==> src/rtl/frame_mem_arbiter_if.sv <==
// ---------------------------------------------------------------------------
// frame_mem_arbiter_if
//   Bundles every non-clock/reset signal of frame_mem_arbiter: the two frame
//   writer requests and lengths, the shared buffer read port, the frame-memory
//   write port and the completion/status outputs.
//
//   modport master : the arbiter (drives grants, read address, memory port,
//                    done/byte/busy; receives requests, lengths, read data)
//   modport slave  : the surroundings (frame writers, their buffers, the BRAM)
//
//   Signal summary
//     i_req[1:0]     frame-ready request per writer, held until o_done
//     i_len0/1       frame length per writer, sampled at grant
//     o_gnt[1:0]     one-hot grant, grant through o_done inclusive
//     o_rd_addr      byte index into the granted writer's buffer
//     i_rd_data0/1   buffer read data, one cycle after o_rd_addr
//     o_mem_en/wen   memory enable / write strobe (always equal)
//     o_mem_waddr    bank base + byte index, wraps modulo 2^ADDR_W
//     o_mem_wdata    byte being written
//     o_done[1:0]    one-cycle pulse on the finished writer's bit
//     o_byte         bytes written by the last transfer, held
//     o_busy         arbiter not idle
// ---------------------------------------------------------------------------
interface frame_mem_arbiter_if #(
  parameter int ADDR_W = 10,
  parameter int DATA_W = 8
);
  logic [1:0]        i_req;
  logic [ADDR_W-1:0] i_len0;
  logic [ADDR_W-1:0] i_len1;
  logic [1:0]        o_gnt;
  logic [ADDR_W-1:0] o_rd_addr;
  logic [DATA_W-1:0] i_rd_data0;
  logic [DATA_W-1:0] i_rd_data1;
  logic              o_mem_en;
  logic              o_mem_wen;
  logic [ADDR_W-1:0] o_mem_waddr;
  logic [DATA_W-1:0] o_mem_wdata;
  logic [1:0]        o_done;
  logic [ADDR_W-1:0] o_byte;
  logic              o_busy;

  modport master (
    input  i_req, i_len0, i_len1, i_rd_data0, i_rd_data1,
    output o_gnt, o_rd_addr, o_mem_en, o_mem_wen, o_mem_waddr, o_mem_wdata,
           o_done, o_byte, o_busy
  );

  modport slave (
    output i_req, i_len0, i_len1, i_rd_data0, i_rd_data1,
    input  o_gnt, o_rd_addr, o_mem_en, o_mem_wen, o_mem_waddr, o_mem_wdata,
           o_done, o_byte, o_busy
  );
endinterface

==> src/rtl/frame_mem_arbiter.sv <==
// ---------------------------------------------------------------------------
// frame_mem_arbiter
//   Shares one frame-memory write port between two frame writers. Writer 0
//   carries accepted frames, writer 1 rejected frames. A writer is granted a
//   whole frame; its bytes are fetched through its buffer read port (1-cycle
//   latency) and written contiguously starting at that writer's bank base
//   (0 for writer 0, BANK1_BASE for writer 1). When both request, the writer
//   that was not granted last wins; after reset writer 0 is favoured.
//
//   Ports
//     i_clk    single clock, rising edge
//     i_reset  synchronous, active-high; aborts a transfer immediately
//     bus      frame_mem_arbiter_if.master (requests, read port, write port,
//              done/byte/busy status)
//
//   Timing (decision cycle D = IDLE cycle that sees the request)
//     D+1 .. D+len     o_rd_addr = 0 .. len-1          (XFER)
//     D+3 .. D+len+2   o_mem_wen, waddr = base + idx    (last two in DRAIN)
//     D+len+3          o_done pulse, o_byte = len       (DONE)
//   A zero-length frame goes IDLE -> DONE, o_done at D+1 with no write.
// ---------------------------------------------------------------------------
module frame_mem_arbiter #(
  parameter int ADDR_W     = 10,
  parameter int DATA_W     = 8,
  parameter int BANK1_BASE = 512,
  parameter int MAX_LEN    = 512
) (
  input  logic                i_clk,
  input  logic                i_reset,
  frame_mem_arbiter_if.master bus
);

  localparam logic [ADDR_W-1:0] BANK1_BASE_W = ADDR_W'(BANK1_BASE);
  localparam logic [ADDR_W-1:0] MAX_LEN_W    = ADDR_W'(MAX_LEN);
  localparam logic [ADDR_W-1:0] ONE_W        = ADDR_W'(1);

  typedef enum logic [1:0] {
    IDLE  = 2'd0,
    XFER  = 2'd1,
    DRAIN = 2'd2,
    DONE  = 2'd3
  } state_t;

  state_t state, state_next;

  // Registered outputs
  logic [1:0]        gnt_q;
  logic [ADDR_W-1:0] rd_addr_q;
  logic              wen_q;
  logic [ADDR_W-1:0] waddr_q;
  logic [DATA_W-1:0] wdata_q;
  logic [ADDR_W-1:0] byte_q;

  // Transfer context
  logic [ADDR_W-1:0] r_len;       // clamped frame length of current grant
  logic              r_drain;     // second DRAIN cycle marker
  logic              prefer1;     // writer 1 wins a tie (writer 0 granted last)

  // Read pipeline: address issued last cycle, its data is on i_rd_dataN now
  logic              rd_vld;
  logic [ADDR_W-1:0] rd_idx;

  // Arbitration for the IDLE decision
  logic              win1;
  logic [ADDR_W-1:0] win_len_raw;
  logic [ADDR_W-1:0] win_len;
  logic              last_addr;

  assign win1        = bus.i_req[1] & (~bus.i_req[0] | prefer1);
  assign win_len_raw = win1 ? bus.i_len1 : bus.i_len0;
  assign win_len     = (win_len_raw > MAX_LEN_W) ? MAX_LEN_W : win_len_raw;
  assign last_addr   = (rd_addr_q == r_len - ONE_W);

  // -------------------------------------------------------------------------
  // State register
  // -------------------------------------------------------------------------
  always_ff @(posedge i_clk) begin
    // NOTE: state elements use non-blocking assignments so every register
    // samples pre-edge values regardless of process evaluation order.
    if (i_reset) state <= IDLE;
    else         state <= state_next;
  end

  // -------------------------------------------------------------------------
  // Next-state logic
  // -------------------------------------------------------------------------
  always_comb begin
    // NOTE: default first so no path through the case leaves state_next
    // unassigned, which would otherwise infer a latch.
    state_next = state;
    unique case (state)
      IDLE:  if (bus.i_req != 2'b00) state_next = (win_len == '0) ? DONE : XFER;
      XFER:  if (last_addr)          state_next = DRAIN;
      DRAIN: if (r_drain)            state_next = DONE;
      DONE:                          state_next = IDLE;
      default:                       state_next = IDLE;
    endcase
  end

  // -------------------------------------------------------------------------
  // Datapath and output registers
  // -------------------------------------------------------------------------
  always_ff @(posedge i_clk) begin
    if (i_reset) begin
      gnt_q     <= '0;
      rd_addr_q <= '0;
      wen_q     <= 1'b0;
      waddr_q   <= '0;
      wdata_q   <= '0;
      byte_q    <= '0;
      r_len     <= '0;
      r_drain   <= 1'b0;
      prefer1   <= 1'b0;
      rd_vld    <= 1'b0;
      rd_idx    <= '0;
    end else begin
      // Read pipeline runs in every state; it only carries valid beats
      // while addresses are being issued in XFER.
      rd_vld <= (state == XFER);
      rd_idx <= rd_addr_q;

      // Write stage: data for the index issued last cycle is on the read port.
      wen_q <= rd_vld;
      if (rd_vld) begin
        waddr_q <= (gnt_q[1] ? BANK1_BASE_W : '0) + rd_idx;
        wdata_q <= gnt_q[1] ? bus.i_rd_data1 : bus.i_rd_data0;
      end

      unique case (state)
        IDLE: begin
          if (bus.i_req != 2'b00) begin
            gnt_q     <= win1 ? 2'b10 : 2'b01;
            r_len     <= win_len;
            rd_addr_q <= '0;
            r_drain   <= 1'b0;
            if (win_len == '0) byte_q <= '0;
          end
        end
        XFER: begin
          if (!last_addr) rd_addr_q <= rd_addr_q + ONE_W;
        end
        DRAIN: begin
          r_drain <= 1'b1;
          if (r_drain) byte_q <= r_len;
        end
        DONE: begin
          gnt_q   <= '0;
          prefer1 <= gnt_q[0];
        end
        default: ;
      endcase
    end
  end

  // -------------------------------------------------------------------------
  // Outputs
  // -------------------------------------------------------------------------
  assign bus.o_gnt       = gnt_q;
  assign bus.o_rd_addr   = rd_addr_q;
  assign bus.o_mem_wen   = wen_q;
  assign bus.o_mem_en    = wen_q;
  assign bus.o_mem_waddr = waddr_q;
  assign bus.o_mem_wdata = wdata_q;
  assign bus.o_done      = (state == DONE) ? gnt_q : 2'b00;
  assign bus.o_byte      = byte_q;
  assign bus.o_busy      = (state != IDLE);

endmodule

==> src/flat_wrapper.sv <==
// flat-port wrapper written by rule: the top's interface ports become plain ports
module frame_mem_arbiter_flat 
#(
  parameter int ADDR_W     = 10,
  parameter int DATA_W     = 8,
  parameter int BANK1_BASE = 512,
  parameter int MAX_LEN    = 512
)
  (i_clk, i_reset, bus_i_req, bus_i_len0, bus_i_len1, bus_i_rd_data0, bus_i_rd_data1, bus_o_gnt, bus_o_rd_addr, bus_o_mem_en, bus_o_mem_wen, bus_o_mem_waddr, bus_o_mem_wdata, bus_o_done, bus_o_byte, bus_o_busy);
  frame_mem_arbiter_if #(.ADDR_W(ADDR_W), .DATA_W(DATA_W)) bus_i ();
  input  logic i_clk;
  input  logic i_reset;
  input wire logic [$bits(bus_i.i_req)-1:0] bus_i_req;
  input wire logic [$bits(bus_i.i_len0)-1:0] bus_i_len0;
  input wire logic [$bits(bus_i.i_len1)-1:0] bus_i_len1;
  input wire logic [$bits(bus_i.i_rd_data0)-1:0] bus_i_rd_data0;
  input wire logic [$bits(bus_i.i_rd_data1)-1:0] bus_i_rd_data1;
  output wire logic [$bits(bus_i.o_gnt)-1:0] bus_o_gnt;
  output wire logic [$bits(bus_i.o_rd_addr)-1:0] bus_o_rd_addr;
  output wire logic [$bits(bus_i.o_mem_en)-1:0] bus_o_mem_en;
  output wire logic [$bits(bus_i.o_mem_wen)-1:0] bus_o_mem_wen;
  output wire logic [$bits(bus_i.o_mem_waddr)-1:0] bus_o_mem_waddr;
  output wire logic [$bits(bus_i.o_mem_wdata)-1:0] bus_o_mem_wdata;
  output wire logic [$bits(bus_i.o_done)-1:0] bus_o_done;
  output wire logic [$bits(bus_i.o_byte)-1:0] bus_o_byte;
  output wire logic [$bits(bus_i.o_busy)-1:0] bus_o_busy;
  assign bus_i.i_req = bus_i_req;
  assign bus_i.i_len0 = bus_i_len0;
  assign bus_i.i_len1 = bus_i_len1;
  assign bus_i.i_rd_data0 = bus_i_rd_data0;
  assign bus_i.i_rd_data1 = bus_i_rd_data1;
  assign bus_o_gnt = bus_i.o_gnt;
  assign bus_o_rd_addr = bus_i.o_rd_addr;
  assign bus_o_mem_en = bus_i.o_mem_en;
  assign bus_o_mem_wen = bus_i.o_mem_wen;
  assign bus_o_mem_waddr = bus_i.o_mem_waddr;
  assign bus_o_mem_wdata = bus_i.o_mem_wdata;
  assign bus_o_done = bus_i.o_done;
  assign bus_o_byte = bus_i.o_byte;
  assign bus_o_busy = bus_i.o_busy;
  frame_mem_arbiter #(.ADDR_W(ADDR_W), .DATA_W(DATA_W), .BANK1_BASE(BANK1_BASE), .MAX_LEN(MAX_LEN)) u_core (.i_clk(i_clk), .i_reset(i_reset), .bus(bus_i));
endmodule
==> config.mk <==
export PLATFORM = sky130hd
export DESIGN_NAME = frame_mem_arbiter_flat
export DESIGN_NICKNAME = d
export VERILOG_FILES = /design/src/rtl/frame_mem_arbiter_if.sv /design/src/rtl/frame_mem_arbiter.sv /design/src/flat_wrapper.sv
export SDC_FILE = /design/constraint.sdc
export NUM_CORES = 1
export LEC_CHECK = 0
export ABC_AREA = 0
export CAP_MARGIN = 30
export CORE_MARGIN = 2
export CORE_UTILIZATION = 45
export DETAILED_ROUTE_END_ITERATION = 7
export GPL_ROUTABILITY_DRIVEN = 0
export GPL_TIMING_DRIVEN = 0
export PLACE_DENSITY = 0.77
export SKIP_CTS_REPAIR_TIMING = 1
export SLEW_MARGIN = 5
export SYNTH_ARGS = -nofsm -noshare
export SYNTH_HDL_FRONTEND = slang
export SYNTH_SLANG_ARGS = --single-unit
export TNS_END_PERCENT = 10
==> constraint.sdc <==
create_clock -name i_clk -period 3.6 [get_ports i_clk]
set_input_delay 0.9 -clock i_clk [delete_from_list [all_inputs] [get_ports i_clk]]
set_output_delay 0.9 -clock i_clk [all_outputs]
set_load 0.02 [all_outputs]
# Word-level counts from Yosys, hierarchy flattened
# Index checks and enable logic that the tools add are counted.
# W data, S select, Z words.
[word_totals] output_inout_bits=45 regBits=66 in_bits=40
[op_classes] addsub=3 eq_ne=9 muxes=22 n_bitwise=3 order_cmp=1 reduce_logical=13
[ops] cell="$mux W10" count=8
[ops] cell="$pmux W10 S2" count=2
[ops] cell="$mux W2" count=7
[ops] cell="$add A10 B1 Y10 const B" count=1
[ops] cell="$add A10 B10 Y10" count=1
[ops] cell="$eq A10 B10 Y1" count=1
[ops] cell="$gt A10 B10 Y1 const B" count=1
[ops] cell="$logic_not A10 Y1" count=1
[ops] cell="$reduce_bool A2 Y1" count=5
[ops] cell="$sub A10 B1 Y10 const B" count=1
[ops] cell="$mux W8" count=1
[ops] cell="$ne A2 B1 Y1 const B" count=4
[ops] cell="$pmux W2 S4" count=1
[ops] cell="$reduce_and A2 Y1" count=3
[ops] cell="$reduce_and A3 Y1" count=2
[ops] cell="$eq A2 B2 Y1 const B" count=2
[ops] cell="$pmux W2 S2" count=1
[ops] cell="$reduce_and A4 Y1" count=1
[ops] cell="$eq A2 B1 Y1 const B" count=1
[ops] cell="$logic_not A2 Y1" count=1
[ops] cell="$ne A2 B2 Y1 const B" count=1
[ops] cell="$pmux W1 S2" count=1
[ops] cell="$and A1 B1 Y1" count=1
[ops] cell="$mux W1" count=1
[ops] cell="other kinds (2)" count=2

# Longest topological paths before layout
[depth] ltp_word=10 mapped_depth=11 ltp_nobuf=9

# Worst setup path after synthesis
# Ideal clock, no wire load.
[synth_path] kind="input -> register" startpoint="input port bus_i_req[1]" endpoint="register u_core.rd_addr_q[2], in the netlist u_core.bus.o_rd_addr[2]" path_stages=6 setup_ps=59 arrival_time_ps=2364 setup_slack_ps=1177 required_ps=3541 cell_sequence="o21ai_1 > nor2_1 > or2_2 > clkbuf_1 > or4_1 > nand2_1"
[synth_via] elab_chain_len=3
[synth_lines] element="start, declared" line="flat_wrapper.sv:13" rtl="input wire logic [$bits(bus_i.i_req)-1:0] bus_i_req;"
[synth_lines] element="$reduce_bool A2 Y1" line="frame_mem_arbiter.sv:131" rtl="if (bus.i_req != 2'b00) begin"
[synth_lines] element="$ne A2 B1 Y1 (no line)"
[synth_lines] element="$reduce_and A3 Y1 (no line)"
[synth_lines] element="end signal, assigned" line="frame_mem_arbiter.sv:140" rtl="if (!last_addr) rd_addr_q <= rd_addr_q + ONE_W;"
[synth_lines] element="end, declared" line="frame_mem_arbiter.sv:48" rtl="logic [ADDR_W-1:0] rd_addr_q;"
# Every way passes these cells.
# A chain may end at the register's enable or synchronous reset.

# Final worst setup path
[layout_path] startpoint="register u_core.gnt_q[1], in the netlist u_core.bus.o_gnt[1]" endpoint="output port bus_o_done[1]"
[layout_via] elab_chain_len=1
[layout_lines] element="start, declared" line="frame_mem_arbiter.sv:47" rtl="logic [1:0] gnt_q;"
[layout_lines] element="start signal, assigned" line="frame_mem_arbiter.sv:132" rtl="gnt_q <= win1 ? 2'b10 : 2'b01;"
[layout_lines] element="$mux W2" line="frame_mem_arbiter.sv:164" rtl="assign bus.o_done = (state == DONE) ? gnt_q : 2'b00;"
[layout_lines] element="end, declared" line="flat_wrapper.sv:24" rtl="output wire logic [$bits(bus_i.o_done)-1:0] bus_o_done;"
# Every way passes these cells.

==> results.toml <==
[outcome]
status = "finished clean"

[final_layout]
final_common_cell = "clkdlybuf4s50_1"
mostFrequentLayoutCells = "clkdlybuf4s50_1 (84), dfxtp_1 (66), nor2_1 (48)"
final_area_sq_um = 4280
area_growth_pct = 36.5
stdcell_count = 532
post_route_cells_drive_above_1_share = 0.0664
post-route-util = 0.633
nNetsFinal = 493
antenna_cells = 0

[sta]
hold_ws_ps = 469
fmaxAchievable_mhz = 336
rsz0062_at_grt = "no"
tns_ps = 0
min_period_over_period = 0.828
setup_ws_ps = 620
period_needed_ps = 2980
max_slew_margin = 0.411
setup-violations-final = 0
drv_slew = 0
clock-skew-final_ps = 7.89
tightest_slew_ps = 883
hold_viol_final = 0

[worst_hold_path]
hold_path_class = "reg2reg"

[die]
die_x_um = 87.4
initial_utilization = 0.464
coreArea_sq_um = 6760
io_pins = 85
rows = 30
die_area_sq_um = 7640
die_h_um = 87.4

[clock_network]
cts_tree = "done"
clock_sink_count = 66
htreeDepth = 3
clk_pin_slew_ps = 70
clk_path_buf_depth = 2
clock_latency_ps = 350
cts-root-buf = "clkbuf_8"
cts-buffers-inserted = 9

[setup_path]
crit_required_ps = 2700
crit_chain = "buf_1 -> and2_1 -> clkdlybuf4s50_1"
worstSetupPathType = "reg2out"
path_buf_inv = 2
max_stage_delay_ps = 590
slowest_stage = "clkdlybuf4s50_1"
worstSetupStartpointType = "flip-flop"
path_max_fanout = 10
end_kind = "primary output"
cp.arrival_ps = 2080
crit_family = "buffers and inverters"

[yosys]
synth.ff_latch_count = 66
syn_nets = 398
avgSynthCellArea_sq_um = 8.90
async_reset_ff_frac = 0
syn_area_sq_um = 3130
synth_warnings = 0
ys_seq_area_frac = 0.422
post_synth_num_cell_types = 48
synth-edff-count = 0
syn_inst = 352
synth_ff_type = "dfxtp_1"

[route]
drc = 0
num_vias = 2925
viasPerCell = 5.50
initialDrtViolationCount = 128
wl_per_cell_um = 14.2
first_pass_iters = 4
drt_wl_total_um = 7580
ant_nets = 0

[global_routing]
grt_pass1_vias = 2899
grt.total_usage = 0.216
gr-total-overflow = 0
grt_start_max_net_pins = 13
antenna_found_initial = 0
grt_pass1_wl_um = 13000

[placement]
dpl.hpwl_um = 5780
pre_cts_ws_ps = 298
placed_cell_area_sq_um = 4070
portBuffers = 84
dp.cells = 516

[pwr]
power_mw = 2.31
p_leak_nw = 1.59
irDropWorstVdd_uv = 253
power_density_nw_per_um2 = 540

[run]
maxCapViolCount = 0
## where the power goes
group / switching [mW] / internal, mW / leakage, nW
logic: 0.454 / 0.359 / 0.954
clock network: 0.293 / 0.339 / 0.103
registers: 0.0631 / 0.801 / 0.535
## area by class of cell
| cell class | count | area [sq um] |
|---|---|---|
| Sequential cell | 66 | 1320 |
| Clock inverter | 6 | 65.1 |
| Clock buffer | 10 | 138 |
| Timing Repair Buffer | 84 | 841 |
| Multi-Input combinational cell | 256 | 1680 |
| Buffer | 21 | 97.6 |
| Tap cell | 80 | 100 |
| Inverter | 9 | 33.8 |
| Fill cell | 601 | 2480 |
## path summary, 6_finish.rpt
path,slack [ps],cells past startpoint,endpoint,from
hold / removal,470,2,u_core.bus.o_mem_waddr[6],u_core.rd_idx[6]
setup reg to reg,830,8,u_core.bus.o_byte[6],u_core.state[1]
hold reg to reg,470,2,u_core.bus.o_mem_waddr[6],u_core.rd_idx[6]
setup / recovery,620,3,bus_o_done[1],u_core.bus.o_gnt[1]
## cell usage after synthesis (all sizes together), types with 3 or more instances
| cell type | count | area [sq um] |
|---|---|---|
| a21oi | 24 | 120 |
| and2 | 4 | 25.0 |
| dfxtp | 66 | 1320 |
| nand4 | 6 | 37.5 |
| xnor2 | 11 | 96.3 |
| nor2 | 49 | 186 |
| a22o | 10 | 87.6 |
| nand2 | 9 | 33.8 |
| or3 | 10 | 62.6 |
| nand2b | 3 | 18.8 |
| inv | 8 | 30.0 |
| a211oi | 10 | 75.1 |
| nor2b | 16 | 100 |
| clkbuf | 14 | 52.6 |
| nor3 | 10 | 50.1 |
| buf | 7 | 45.0 |
| mux2i | 30 | 300 |
| o21ai | 14 | 70.1 |
| a31oi | 3 | 18.8 |
| ha | 6 | 75.1 |
| nand3 | 8 | 40.0 |
| or2 | 3 | 18.8 |
| nor4 | 4 | 25.0 |
## sequential cells by signal, summed over array words and instances (netlist names)
name	count
u_core.bus.o_byte	10
u_core.bus.o_gnt	2
u_core.bus.o_mem_en	1
u_core.bus.o_mem_waddr	10
u_core.bus.o_mem_wdata	8
u_core.bus.o_rd_addr	10
u_core.prefer1	1
u_core.r_drain	1
u_core.r_len	10
u_core.rd_idx	10
u_core.rd_vld	1
u_core.state	2
## kinds of logic (layout without fill, tap and decap cells)
logic type | Yosys count | count (layout) | share of synthesized area
AND/OR/NAND/NOR | 130 | 130 | 0.213
adder cells (fa/ha/maj) | 6 | 6 | 0.0240
multiplexers | 32 | 32 | 0.103
XOR/XNOR | 13 | 13 | 0.0364
flip-flops | 66 | 66 | 0.422
buffers and inverters | 30 | 130 | 0.0419
AO/OA/AOI/OAI | 75 | 75 | 0.159
## worst register-to-register path, stage by stage, from the launching register on
cell	delay [ps]
dfxtp_1	350
inv_1	90
ha_1	140
clkbuf_1	250
clkinv_1	270
nor3_1	510
a21oi_1	160
a21oi_1	720
a22o_1	240
## routing by layer
| layer | GRT usage | share of wire | vias to the layer above |
|---|---|---|---|
| li1 | - | - | 1458 |
| met1 | 0.252 | 0.44 | 1341 |
| met2 | 0.377 | 0.48 | 109 |
| met3 | 0.0569 | 0.055 | 17 |
| met4 | 0.0797 | 0.020 | 0 |
| met5 | 0 | 0 | - |
Power figures use the tool's default switching activity.
